## config.mk

```make
export PLATFORM = sky130hd
export DESIGN_NAME = andy_anim_ctrl
export DESIGN_NICKNAME = d
export VERILOG_FILES = /design/src/rtl/andy_anim_ctrl.sv
export SDC_FILE = /design/constraint.sdc
export NUM_CORES = 1
export LEC_CHECK = 0
export BUFFER_PORTS_ARGS = -buffer_cell sky130_fd_sc_hd__buf_2
export CAP_MARGIN = 20
export CELL_PAD_IN_SITES_DETAIL_PLACEMENT = 0
export CELL_PAD_IN_SITES_GLOBAL_PLACEMENT = 2
export CORE_MARGIN = 2
export CORE_UTILIZATION = 33
export DETAILED_ROUTE_END_ITERATION = 8
export PLACE_DENSITY_LB_ADDON = 0.1
export SETUP_SLACK_MARGIN = 0.05
export SLEW_MARGIN = 20
export SYNTH_ARGS = -nofsm -noshare
export SYNTH_HDL_FRONTEND = slang
export SYNTH_SLANG_ARGS = --single-unit
```

## constraint.sdc

```tcl
create_clock -name Clk -period 8.6 [get_ports Clk]
set_clock_uncertainty 0.05 [all_clocks]
set_input_delay 0.86 -clock Clk [delete_from_list [all_inputs] [get_ports Clk]]
set_output_delay 0.86 -clock Clk [all_outputs]
set_load 0.02 [all_outputs]
```

## src/rtl/andy_anim_ctrl.sv

```systemverilog
`timescale 1ns/1ps
`default_nettype none
// ============================================================================
//  Module   : andy_anim_ctrl
//  Purpose  : Per-character animation sequencer for Andy. Turns key intent,
//             hit events and game state into the registered state/frame pair
//             used by the sprite block, plus move/attack/block/KO signals.
//  Ports    : Clk, Reset_n (async, active-low), frame_clk (async ~60 Hz),
//             game_state[7:0], key_left/right/attack/defend, hit_in, hp_zero
//             -> character1_state[7:0], frame_num[7:0], move_l, move_r,
//             attack_hit, blocked (1-Clk strobes), die1, die_done (levels)
//  Revision : 1.0  initial release
// ============================================================================
module andy_anim_ctrl #(
    parameter int STAND_FRAMES   = 8,
    parameter int FORWARD_FRAMES = 5,
    parameter int BACK_FRAMES    = 5,
    parameter int ATTACK_FRAMES  = 9,
    parameter int ATTACK_HIT     = 4,
    parameter int HURT_FRAMES    = 4,
    parameter int DIE_FRAMES     = 12,
    parameter int FRAME_DIV      = 4
) (
    input  logic       Clk,
    input  logic       Reset_n,
    input  logic       frame_clk,
    input  logic [7:0] game_state,
    input  logic       key_left,
    input  logic       key_right,
    input  logic       key_attack,
    input  logic       key_defend,
    input  logic       hit_in,
    input  logic       hp_zero,
    output logic [7:0] character1_state,
    output logic [7:0] frame_num,
    output logic       move_l,
    output logic       move_r,
    output logic       attack_hit,
    output logic       blocked,
    output logic       die1,
    output logic       die_done
);

    function automatic int max2(input int a, input int b);
        return (a > b) ? a : b;
    endfunction

    localparam int c_MAX_FRAMES = max2(max2(max2(STAND_FRAMES, FORWARD_FRAMES),
                                            max2(BACK_FRAMES, ATTACK_FRAMES)),
                                       max2(HURT_FRAMES, DIE_FRAMES));
    localparam int c_FW = (c_MAX_FRAMES > 1) ? $clog2(c_MAX_FRAMES) : 1;
    localparam int c_DW = (FRAME_DIV > 1) ? $clog2(FRAME_DIV) : 1;

    typedef logic [c_FW-1:0] frame_t;
    typedef logic [c_DW-1:0] div_t;

    localparam frame_t c_STAND_LAST  = frame_t'(STAND_FRAMES - 1);
    localparam frame_t c_FWD_LAST    = frame_t'(FORWARD_FRAMES - 1);
    localparam frame_t c_BACK_LAST   = frame_t'(BACK_FRAMES - 1);
    localparam frame_t c_ATTACK_LAST = frame_t'(ATTACK_FRAMES - 1);
    localparam frame_t c_HURT_LAST   = frame_t'(HURT_FRAMES - 1);
    localparam frame_t c_DIE_LAST    = frame_t'(DIE_FRAMES - 1);
    localparam frame_t c_ATK_PRE     = frame_t'(ATTACK_HIT - 1);
    localparam div_t   c_DIV_LAST    = div_t'(FRAME_DIV - 1);

    typedef enum logic [2:0] {
        ST_STAND  = 3'd0,
        ST_ATTACK = 3'd1,
        ST_MOVEL  = 3'd2,
        ST_MOVER  = 3'd3,
        ST_HURT   = 3'd4,
        ST_DEFEND = 3'd5,
        ST_DIE    = 3'd6
    } state_t;

    // Registered state
    logic [1:0] r_sync_q;
    logic       r_fc_prev_q;
    logic       r_hit_prev_q;
    state_t     r_state_q;
    frame_t     r_frame_q;
    div_t       r_div_q;
    logic       r_pend_q;
    logic       r_move_l_q, r_move_r_q, r_attack_hit_q, r_blocked_q;
    logic       r_die1_q, r_die_done_q;

    // Next-state values
    state_t     w_state_d, w_next, w_key_state;
    frame_t     w_frame_d, w_last;
    div_t       w_div_d;
    logic       w_pend_d, w_restart;
    logic       w_move_l_d, w_move_r_d, w_attack_hit_d, w_blocked_d;
    logic       w_die1_d, w_die_done_d;

    logic w_tick, w_hit_rise, w_pend_eff, w_div_adv, w_locked;

    assign w_tick     = r_sync_q[1] & ~r_fc_prev_q;
    assign w_hit_rise = hit_in & ~r_hit_prev_q;
    // A hit edge arriving on the tick cycle itself still counts for that tick
    assign w_pend_eff = r_pend_q | w_hit_rise;
    assign w_div_adv  = (r_div_q == c_DIV_LAST);

    always_comb begin
        w_last = c_STAND_LAST;
        case (r_state_q)
            ST_ATTACK: w_last = c_ATTACK_LAST;
            ST_MOVEL:  w_last = c_BACK_LAST;
            ST_MOVER:  w_last = c_FWD_LAST;
            ST_HURT:   w_last = c_HURT_LAST;
            ST_DEFEND: w_last = '0;
            ST_DIE:    w_last = c_DIE_LAST;
            default:   w_last = c_STAND_LAST;
        endcase
    end

    // One-shots hold until the advance out of their last frame
    assign w_locked = ((r_state_q == ST_ATTACK) || (r_state_q == ST_HURT)) &&
                      !(w_div_adv && (r_frame_q == w_last));

    always_comb begin
        w_key_state = ST_STAND;
        if (key_defend)                  w_key_state = ST_DEFEND;
        else if (key_attack)             w_key_state = ST_ATTACK;
        else if (key_right && !key_left) w_key_state = ST_MOVER;
        else if (key_left && !key_right) w_key_state = ST_MOVEL;
    end

    always_comb begin
        w_state_d      = r_state_q;
        w_frame_d      = r_frame_q;
        w_div_d        = r_div_q;
        w_pend_d       = w_pend_eff;
        w_next         = r_state_q;
        w_restart      = 1'b0;
        w_move_l_d     = 1'b0;
        w_move_r_d     = 1'b0;
        w_attack_hit_d = 1'b0;
        w_blocked_d    = 1'b0;
        if (w_tick) begin
            w_pend_d = 1'b0;
            if (game_state != 8'd1) begin
                w_state_d = ST_STAND;
                w_frame_d = '0;
                w_div_d   = '0;
            end else begin
                if (hp_zero || (r_state_q == ST_DIE)) begin
                    w_next = ST_DIE;
                end else if (w_pend_eff && (r_state_q != ST_HURT) && (r_state_q != ST_DEFEND)) begin
                    w_next = ST_HURT;
                end else if (w_pend_eff && (r_state_q == ST_DEFEND)) begin
                    w_next      = ST_DEFEND;
                    w_blocked_d = 1'b1;
                end else if (w_locked) begin
                    w_next = r_state_q;
                end else begin
                    w_next = w_key_state;
                    // A finished one-shot always starts over, even attack->attack
                    w_restart = (r_state_q == ST_ATTACK) || (r_state_q == ST_HURT);
                end

                if ((w_next != r_state_q) || w_restart || (w_next == ST_DEFEND)) begin
                    w_frame_d = '0;
                    w_div_d   = '0;
                end else begin
                    w_div_d = w_div_adv ? '0 : r_div_q + 1'b1;
                    if (w_div_adv) begin
                        if (r_frame_q != w_last)
                            w_frame_d = r_frame_q + 1'b1;
                        else if (r_state_q != ST_DIE)
                            w_frame_d = '0;
                    end
                    w_attack_hit_d = (r_state_q == ST_ATTACK) && w_div_adv &&
                                     (r_frame_q == c_ATK_PRE);
                end
                w_state_d  = w_next;
                w_move_l_d = (w_next == ST_MOVEL);
                w_move_r_d = (w_next == ST_MOVER);
            end
        end
        w_die1_d     = (w_state_d == ST_DIE);
        w_die_done_d = w_die1_d && (w_frame_d == c_DIE_LAST);
    end

    always_ff @(posedge Clk or negedge Reset_n) begin
        if (!Reset_n) begin
            r_sync_q       <= '0;
            r_fc_prev_q    <= 1'b0;
            r_hit_prev_q   <= 1'b0;
            r_state_q      <= ST_STAND;
            r_frame_q      <= '0;
            r_div_q        <= '0;
            r_pend_q       <= 1'b0;
            r_move_l_q     <= 1'b0;
            r_move_r_q     <= 1'b0;
            r_attack_hit_q <= 1'b0;
            r_blocked_q    <= 1'b0;
            r_die1_q       <= 1'b0;
            r_die_done_q   <= 1'b0;
        end else begin
            r_sync_q       <= {r_sync_q[0], frame_clk};
            r_fc_prev_q    <= r_sync_q[1];
            r_hit_prev_q   <= hit_in;
            r_state_q      <= w_state_d;
            r_frame_q      <= w_frame_d;
            r_div_q        <= w_div_d;
            r_pend_q       <= w_pend_d;
            r_move_l_q     <= w_move_l_d;
            r_move_r_q     <= w_move_r_d;
            r_attack_hit_q <= w_attack_hit_d;
            r_blocked_q    <= w_blocked_d;
            r_die1_q       <= w_die1_d;
            r_die_done_q   <= w_die_done_d;
        end
    end

    assign character1_state = {5'd0, r_state_q};
    assign frame_num        = 8'(r_frame_q);
    assign move_l           = r_move_l_q;
    assign move_r           = r_move_r_q;
    assign attack_hit       = r_attack_hit_q;
    assign blocked          = r_blocked_q;
    assign die1             = r_die1_q;
    assign die_done         = r_die_done_q;

endmodule
`default_nettype wire

```

==> results of run 1 <==
-- cell usage after synthesis (4+ instances only) --
cell type and number:
nand3_1 6, nand2b_1 4, o211ai_1 4, o21ai_0 6, nor2_1 12, clkbuf_1 4, nor2b_1 5, buf_4 9
a21o_1 4, dfrtp_1 20, nand2_1 15, a21oi_1 5, and2_1 4, inv_1 9
-- state kept, by name, indices dropped and copies added, names as in the netlist, 2 cells and up --
| signal | cells |
|---|---|
| r_state_q | 3 |
| r_frame_q | 4 |
| r_div_q | 2 |
| r_sync_q | 2 |
-- cell families (layout without fill, tap and decap cells) --
logic type	Yosys count	in the layout	share of synthesized area
AOI/OAI and AO/OA	48	48	0.276
xor gates and xnor gates	2	2	0.0121
adders and majority gates	3	3	0.0260
buffers and inverters	24	42	0.0876
DFF	20	20	0.347
other	1	9	0.00260
and+or+nand+nor	67	67	0.249
-- per-layer routing --
| metal | share of wire | routed length (um) |
|---|---|---|
| met1 | 0.49 | 1830 |
| met3 | 0.032 | 119 |
| met2 | 0.48 | 1800 |
| met4 | 0.0045 | 17 |
| met5 | 0 | 0 |
-- cells in the final DEF (no fill, tap or decap), types with 4 or more instances in the layout --
cell / Yosys / routed
o211ai_1: 4 / 4
inv_1: 9 / 9
nand2b_1: 4 / 4
dfrtp_1: 20 / 20
a21oi_1: 5 / 5
conb_1: 1 / 9
nand3_1: 6 / 6
a21o_1: 4 / 4
and2_1: 4 / 4
nor2_1: 12 / 12
buf_2: 2 / 29
o21ai_0: 6 / 6
nand2_1: 15 / 15
nor2b_1: 5 / 5
-- where the power goes --
group | internal (mW) | switching [mW]
sequential | 0.0955 | 0.000802
combinational | 0.00726 | 0.0155
clock | 0.0621 | 0.0313
total | 0.165 | 0.0477
-- through the flow --
step                      total power [mW]  utilization  cell area (um2)  worst slack, ps
after CTS                            0.216        0.387             1660             5350
after detailed placement             0.121        0.370             1590             5270
after global placement               0.121        0.370             1590             5360
after floorplan                      0.115            -             1470             5640
final                                0.212        0.387             1660             5300
after global routing                 0.223        0.387             1660             5130
-- area by class of cell --
type                            count  area [um2]  share of cell area
Clock inverter                      1        30.0              0.0181
Tap cell                           52        65.1              0.0392
Multi-Input combinational cell    129         846               0.509
Inverter                            9        33.8              0.0203
Clock buffer                        3        41.3              0.0248
Timing Repair Buffer               29         145              0.0873
Sequential cell                    20         500               0.301
-- worst min path at each step --
stage,slack (ps),end,cells past startpoint
3_5_place_dp,290,r_sync_q[1],0
3_3_place_gp,290,r_sync_q[1],0
6_report,310,r_sync_q[1],0
5_1_grt,310,r_sync_q[1],0
2_1_floorplan,280,r_sync_q[1],0
4_1_cts,310,r_sync_q[1],0
==> reports/metrics.yaml, run 1 <==
global_route:
  grt_use_total: 0.165
  antenna_found_initial: 0
  use_met1: 0.233
  top_usage_layer: "met2"
  met3_usage: 0.0216
  grt_max_degree: 22
  grt_overflow_total: 0
  grt_pass1_vias: 1343
  grt_pass1_wl_um: 6610
  grtUsageMet2: 0.267
critical_path:
  worstPathCellList: "nand3b_1 -> and3_1 -> a2111o_1 -> a2111oi_4 -> o211ai_2 -> a21o_1 -> o32ai_4 -> and4_1"
  arrival_ps: 3450
  crit_family: "compound AO/OA/AOI/OAI gates"
  rrSetupSlack_ps: 5300
  critical-path-max-stage-delay_ps: 810
  worstSetupStartpoint: "r_state_q[2]"
  crit_path_start_kind: "flip-flop"
  reg2reg_from: "r_state_q[2]"
  r2r_cells: 8
  cp-endpoint: "die_done"
  cp_num_cells: 8
  path_buf_inv: 0
  cp-end-kind: "flip-flop"
  critPathKind: "flip-flop to flip-flop"
  cp.required_ps: 8750
  reg2reg_to: "die_done"
  worst-path-max-fanout: 21
  slowest_stage: "dfrtp_1"
route:
  drc: 0
  wirelength_um: 3770
  routed_via_density: 5.46
  drtIter0Drc: 42
  postRouteAntennaNets: 0
  wl_per_cell_um: 15.5
  first_pass_iters: 4
  vias: 1326
synth:
  synth-seq-cells: 20
  syn_inst: 165
  seq_area_frac_synth: 0.347
  syn_area_um2: 1440
  synthFlopType: "dfrtp_1"
  ys_warn_count: 0
  yosys.area.top_type: "dfrtp_1"
  synth_top_area_frac: 0.347
  avgSynthCellArea_um2: 8.74
  ys_async_sr_fraction: 1.00
  synth_cell_types: 53
  yosys-top-cells-area: "dfrtp_1 (35%), buf_4 (4.7%), nand2_1 (3.9%)"
  synth-edff-count: 0
sta:
  tightest_slew_ps: 718
  finalMaxSlewViolations: 0
  slew_headroom: 0.521
  fmax_mhz: 303
  fin_crit_sh: 0.384
  finalHoldViolCount: 0
  report.final.setup_viol: 0
  final.setup.tns_ps: 0
  period_needed_ps: 3300
  rsz0062_at_grt: "false"
  hold_slack_ps: 305
layout:
  antenna_cells: 0
  fin_cells: 243
  drive_gt1_frac: 0.188
  fillers: 455
  final_nets: 212
  syn2layout_area_growth_pct: 15.2
status:
  status: "completed"
floorplan:
  die_x_um: 70.1
  ios: 39
  dieHeight_um: 70.1
  start_util: 0.336
  dieArea_um2: 4920
  row_count: 24
  core_area_um2: 4290
clock_tree:
  htreeDepth: 1
  cts_buffer_depth: 2
  clock-sinks: 20
  cts_made_buffers: 3
  cts_tree: "done"
  clk_pin_slew_ps: 80
  ctsHoldBuffers: 0
  cts-root-buf: "clkbuf_8"
  post_cts_resized: 0
  clkLatencyLatePin_ps: 260
  cts_setup_buffers: 0
run:
  cap_violations: 0
placement:
  post-dp-hpwl_um: 2890
  gp_congestion: 0.779
  dp_cells: 239
  portBuffers: 29
worst_hold_path:
  hold_path.class: "flip-flop to flip-flop"
  holdCritStartpoint: "r_sync_q[0]"
power:
  p_per_area_nw_per_um2: 128
  leakagePower_nw: 0.732
  ir_drop_mv: 0.0939
No activity file was read; power rests on OpenSTA's default activity.
==> run 2, diff against run 1 <==
--- a/config.mk
+++ b/config.mk
@@ -10,7 +10,7 @@
 export CELL_PAD_IN_SITES_DETAIL_PLACEMENT = 0
 export CELL_PAD_IN_SITES_GLOBAL_PLACEMENT = 2
 export CORE_MARGIN = 2
-export CORE_UTILIZATION = 33
+export CORE_UTILIZATION = 30
 export DETAILED_ROUTE_END_ITERATION = 8
 export PLACE_DENSITY_LB_ADDON = 0.1
 export SETUP_SLACK_MARGIN = 0.05
==> constraint.sdc (replaced) <==
create_clock -name Clk -period 3.1 [get_ports Clk]
set_clock_uncertainty 0.05 [all_clocks]
set_input_delay 0.31 -clock Clk [delete_from_list [all_inputs] [get_ports Clk]]
set_output_delay 0.31 -clock Clk [all_outputs]
set_load 0.02 [all_outputs]
==> run 2 against run 1 <==
Effect of this change:
- combinational power grew to 3.0 times the previous value
- clock power grew to 2.9 times the previous value
- fmax is 17% higher
- cell area is 5.6% higher
- flip-flop and latch count stayed put
- power grew to 2.9 times the previous value
- non-clock buffer count is 11 higher
- cell count is 5.3% higher
- hold slack worse by 210 ps
- critical path depth is 1 higher
- register-to-register slack worse by 5000 ps
- global-route usage is 0.12 points higher
==> reports/metrics.yaml, run 2 (synthesis results as in run 1) <==
status:
  status: "completed"
power:
  power.share.sequential: 0.440  # -0.013
  p_comb_frac: 0.112  # +0.005
  power_switching_mw: 0.146  # +210%
  switching_share: 0.240  # +0.0161
  finalPower_mw: 0.606  # +190%
  ir_drop_mv: 0.171  # +82%
  p_clk_frac: 0.449  # +0.009
  p_int_mw: 0.460  # +180%
  leakagePower_nw: 0.791  # +8.0%
  p_per_area_nw_per_um2: 345  # +170%
sta:
  finalHoldViolCount: 0  # unchanged
  final.setup.tns_ps: 0  # unchanged
  tightest_slew_ps: 518  # -200 ps
  finalMaxSlewViolations: 0  # unchanged
  setup_slack_ps: 276  # -5020 ps
  fin_crit_sh: 0.911  # +0.527
  slew_headroom: 0.651  # +0.130
  fmax_mhz: 354  # +17%
  period_needed_ps: 2820  # -476 ps
  hold_slack_ps: 91.9  # -213 ps
  report.final.setup_viol: 0  # unchanged
  rsz0062_at_grt: "false"
global_route:
  grt_max_degree: 21  # -4.5%
  grt_pass1_wl_um: 6870  # +4.0%
  antenna_found_initial: 0  # unchanged
  grt_use_total: 0.166  # +0.00124
  grt_overflow_total: 0  # unchanged
  grt_pass1_vias: 1424  # +6.0%
layout:
  syn2layout_area_growth_pct: 21.7
  largest_reg_flops: 4  # unchanged
  largest-register: "r_frame_q"
  fillers: 500  # +9.9%
  final_nets: 223  # +5.2%
  finish.utilization: 0.374  # -0.0128
  finalInstanceArea_um2: 1760  # +5.6%
  final_common_cell: "buf_2"
  mostFrequentLayoutCells: "buf_2 (29), dfrtp_1 (19), nand2_1 (15)"
  multi_input_area_um2: 851  # +0.59%
  seqCellArea_um2: 502  # +0.25%
  drive_gt1_frac: 0.238  # +0.0491
  top_regs: "r_frame_q x4, r_state_q x3"
  antenna_cells: 0  # unchanged
  fin_cells: 256  # +5.3%
route:
  postRouteAntennaNets: 0  # unchanged
  vias: 1374  # +3.6%
  wl_per_cell_um: 16.3  # +4.8%
  drc: 0  # unchanged
  wirelength_um: 4160  # +10%
  routed_via_density: 5.37  # -1.6%
  first_pass_iters: 4  # unchanged
  drtIter0Drc: 88  # +110%
clock_tree:
  clkLatencyLatePin_ps: 270  # about the same
  cts_tree: "done"
  cts_made_buffers: 3  # unchanged
  cts_buffer_depth: 2  # unchanged
  clk_pin_slew_ps: 80  # about the same
  cts_setup_buffers: 0  # unchanged
  clock-sinks: 20  # unchanged
  htreeDepth: 1  # unchanged
  cts-root-buf: "clkbuf_8"
placement:
  dp_cells: 251  # +5.0%
  place_area_um2: 1670  # +4.9%
  post-dp-hpwl_um: 3230  # +12%
  portBuffers: 29  # unchanged
  preCtsSetupSlack_ps: 212  # -5060 ps
  gp_congestion: 0.869  # +12%
critical_path:
  critical-path-max-stage-delay_ps: 460  # -350 ps
  worst-path-max-fanout: 4  # -81%
  slowest_stage: "a2111oi_4"
  crit_path_start_kind: "flip-flop"
  critPathKind: "flip-flop to flip-flop"
  cp.required_ps: 3260  # -5490 ps
  cp-end-kind: "flip-flop"
  worstPathCellList: "ha_1 -> nor2b_1 -> a41oi_1 -> a21boi_0 -> a2111oi_4 -> o211ai_2 -> a21o_1 -> o32ai_4 -> and4_1"
  arrival_ps: 2980  # -470 ps
floorplan:
  die_x_um: 73.3  # +4.6%
  ios: 39  # unchanged
  row_count: 25  # +4.2%
  core_area_um2: 4690  # +9.3%
  start_util: 0.307  # -0.0285
  dieHeight_um: 73.3  # +4.6%
  dieArea_um2: 5380  # +9.4%
run:
  cap_violations: 0  # unchanged
worst_hold_path:
  hold_path.class: "primary input to flip-flop"
## run 2: layout make-up
cell class,count,area share
inverter,9,0.0192
timing repair buffer,40,0.131
clock inverter,1,0.0171
clock buffer,3,0.0235
tap,54,0.0385
multi-input combinational,129,0.485
sequential,20,0.286
## run 2: worst paths after layout
path,start,endpoint,slack [ps],depth (start not counted)
hold / removal,frame_clk,r_sync_q[0],90,1
min in group asynchronous,Reset_n,blocked,470,2
max in group asynchronous,Reset_n,r_state_q[0],2180,2
setup reg to reg,r_div_q[0],die_done,280,9
hold reg to reg,r_sync_q[0],r_sync_q[1],310,0
setup / recovery,r_div_q[0],die_done,280,9
## run 2: worst max-delay path, delay by kind of cell, from the launching register on
family                   cells  cell delay [ps]
AO/OA/AOI/OAI                6             1720
adder cells (fa/ha/maj)      1              220
flip-flops                   1              400
AND/OR/NAND/NOR              2              370
## run 2: power groups by stage
stage / clock network [mW] / registers [mW] / logic [mW]
after floorplan: 0 / 0.272 / 0.0478
after global placement: 0 / 0.272 / 0.0658
after detailed placement: 0 / 0.272 / 0.0665
after CTS: 0.277 / 0.267 / 0.0680
after global routing: 0.291 / 0.267 / 0.0756
final: 0.272 / 0.267 / 0.0676
## run 2: layer usage
metal,global-route usage,wire (um)
met5,0,0
met4,0.0424,45
met1,0.226,1840
met3,0.0261,288
met2,0.276,1990
## run 2: what timing repair did
action / 4_1_cts / 5_1_grt
hold buffers: 1 / 0
hold endpoints to repair: 20 / 0
resized for setup: 0 / 2
endpoints found under the setup margin: 0 / 1
==> run 3, diff against run 2 <==
--- a/config.mk
+++ b/config.mk
@@ -5,7 +5,7 @@
 export SDC_FILE = /design/constraint.sdc
 export NUM_CORES = 1
 export LEC_CHECK = 0
-export BUFFER_PORTS_ARGS = -buffer_cell sky130_fd_sc_hd__buf_2
+export BUFFER_PORTS_ARGS = -buffer_cell sky130_fd_sc_hd__buf_4
 export CAP_MARGIN = 20
 export CELL_PAD_IN_SITES_DETAIL_PLACEMENT = 0
 export CELL_PAD_IN_SITES_GLOBAL_PLACEMENT = 2
@@ -13,6 +13,7 @@
 export CORE_UTILIZATION = 30
 export DETAILED_ROUTE_END_ITERATION = 8
 export PLACE_DENSITY_LB_ADDON = 0.1
+export RECOVER_POWER = 25
 export SETUP_SLACK_MARGIN = 0.05
 export SLEW_MARGIN = 20
 export SYNTH_ARGS = -nofsm -noshare
==> run 3 against run 2 <==
Effect of this change:
- first-iteration DRC count rose by 43%
- non-clock buffer count stayed put
- core utilization up 1.3 points
- fmax shrank 0.17%
- routed wire length down 2.7%
- clock power about the same
- clock-buffer cell count unchanged
- worst setup slack worse by 4.8 ps
- register-to-register slack hardly changed
- die area unchanged
- critical path depth is the same
- power increased by 0.35%
==> reports/metrics.yaml, run 3 (synthesis results as in run 1) <==
status:
  status: "completed"
placement:
  post-dp-hpwl_um: 3190  # -1.2%
  portBuffers: 29  # unchanged
  preCtsSetupSlack_ps: 230  # +17.8 ps
  place_area_um2: 1740  # +4.4%
  gp_congestion: 0.851  # -2.2%
global_route:
  grt_use_total: 0.165  # -0.00138
  grt_pass1_wl_um: 6890  # +0.31%
  antenna_found_initial: 0  # unchanged
  grt_overflow_total: 0  # unchanged
  grt_pass1_vias: 1391  # -2.3%
  grt_max_degree: 21  # unchanged
clock_tree:
  cts_tree: "done"
  cts_buffer_depth: 2  # unchanged
  htreeDepth: 1  # unchanged
  cts_made_buffers: 3  # unchanged
  cts-root-buf: "clkbuf_8"
  clkLatencyLatePin_ps: 260  # about the same
  cts_setup_buffers: 0  # unchanged
  clk_pin_slew_ps: 80  # about the same
  clock-sinks: 20  # unchanged
sta:
  finalMaxSlewViolations: 0  # unchanged
  rsz0062_at_grt: "false"
  fin_crit_sh: 0.913  # +0.00156
  setup_slack_ps: 271  # -4.84 ps
  final.setup.tns_ps: 0  # unchanged
  tightest_slew_ps: 1160  # +646 ps
  report.final.setup_viol: 0  # unchanged
  slew_headroom: 0.224  # -0.427
  finalHoldViolCount: 0  # unchanged
  fmax_mhz: 354  # -0.17%
  period_needed_ps: 2830  # +4.84 ps
floorplan:
  start_util: 0.307  # unchanged
  ios: 39  # unchanged
  core_area_um2: 4690  # unchanged
  row_count: 25  # unchanged
  dieHeight_um: 73.3  # unchanged
  dieArea_um2: 5380  # unchanged
  die_x_um: 73.3  # unchanged
worst_hold_path:
  holdCritStartpoint: "frame_clk"
  hold_path.class: "primary input to flip-flop"
layout:
  largest-register: "r_frame_q"
  final_common_cell: "buf_4"
  final_nets: 223  # unchanged
  mostFrequentLayoutCells: "buf_4 (36), dfrtp_1 (20), nand2_1 (15)"
  drive_gt1_frac: 0.223  # -0.0149
  top_regs: "r_frame_q x4, r_state_q x3"
  largest_reg_flops: 4  # unchanged
  antenna_cells: 0  # unchanged
  syn2layout_area_growth_pct: 26.0
  finalInstanceArea_um2: 1820  # +3.6%
critical_path:
  worstSetupStartpoint: "r_state_q[2]"
  reg2reg_from: "r_state_q[2]"
  arrival_ps: 2980  # about the same
  critPathKind: "flip-flop to flip-flop"
  cp.required_ps: 3250  # about the same
  crit_path_start_kind: "flip-flop"
  cp-end-kind: "flip-flop"
  worst-path-max-fanout: 20  # +16
power:
  leakagePower_nw: 0.796  # +0.63%
  ir_drop_mv: 0.194  # +13%
  p_per_area_nw_per_um2: 334  # -3.1%
  finalPower_mw: 0.608  # +0.35%
route:
  vias: 1393  # +1.4%
  postRouteAntennaNets: 0  # unchanged
  routed_via_density: 5.44  # +1.4%
  first_pass_iters: 4  # unchanged
  wirelength_um: 4050  # -2.7%
  drc: 0  # unchanged
  drtIter0Drc: 126  # +43%
  wl_per_cell_um: 15.8  # -2.7%
run:
  cap_violations: 0  # unchanged
-- run 3: final timing paths --
kind	endpoint	slack, ps	cells after the start
max in group asynchronous	attack_hit	1570	2
min reg2reg	r_sync_q[1]	320	0
min	r_sync_q[0]	120	1
min in group asynchronous	r_hit_prev_q	740	2
max	die_done	270	9
max reg2reg	die_done	270	9
-- run 3: cell type report --
cell class              count  area [um2]
clock inverters             1        30.0
fillers                   496        2870
multi-input cells         129         846
well taps                  54        67.6
repair buffers             40         299
flip-flops and latches     20         500
inverters                   9        33.8
clock buffers               3        41.3
-- run 3: timing repair --
action,in CTS,in global routing
setup endpoints to repair,0,1
resized for setup,0,0
hold endpoints to repair,20,0
hold buffers,1,0
-- run 3: per-layer routing --
metal,part of all wire,wire [um],vias up,global-route usage
met5,0,0,-,0
met4,0.0094,38,0,0.0485
met3,0.078,314,5,0.0261
met2,0.46,1870,63,0.261
met1,0.45,1830,655,0.232
li1,-,-,670,-
-- run 3: worst max-delay path, cell delays in order (launching register included) --
cell and delay [ps]:
dfrtp_1 390, buf_4 210, nor3b_1 190, o211ai_1 180, a2111o_1 460, a2111oi_4 420, o211ai_2 170, a21o_1 260
o32ai_4 220, and4_1 200
-- run 3: power by group --
part	switching (mW)	internal, mW	leakage, nW
registers	0.00174	0.265	0.268
clock network	0.0972	0.173	0.0357
logic	0.0439	0.0278	0.492
-- run 3: stage by stage --
step                utilization  std cells  hold slack, ps
floorplan                     -        173           -35.6
global placement          0.371        251             157
detailed placement        0.371        251             164
CTS                       0.388        256            99.0
global route              0.387        256             112
finish                    0.387        256             120
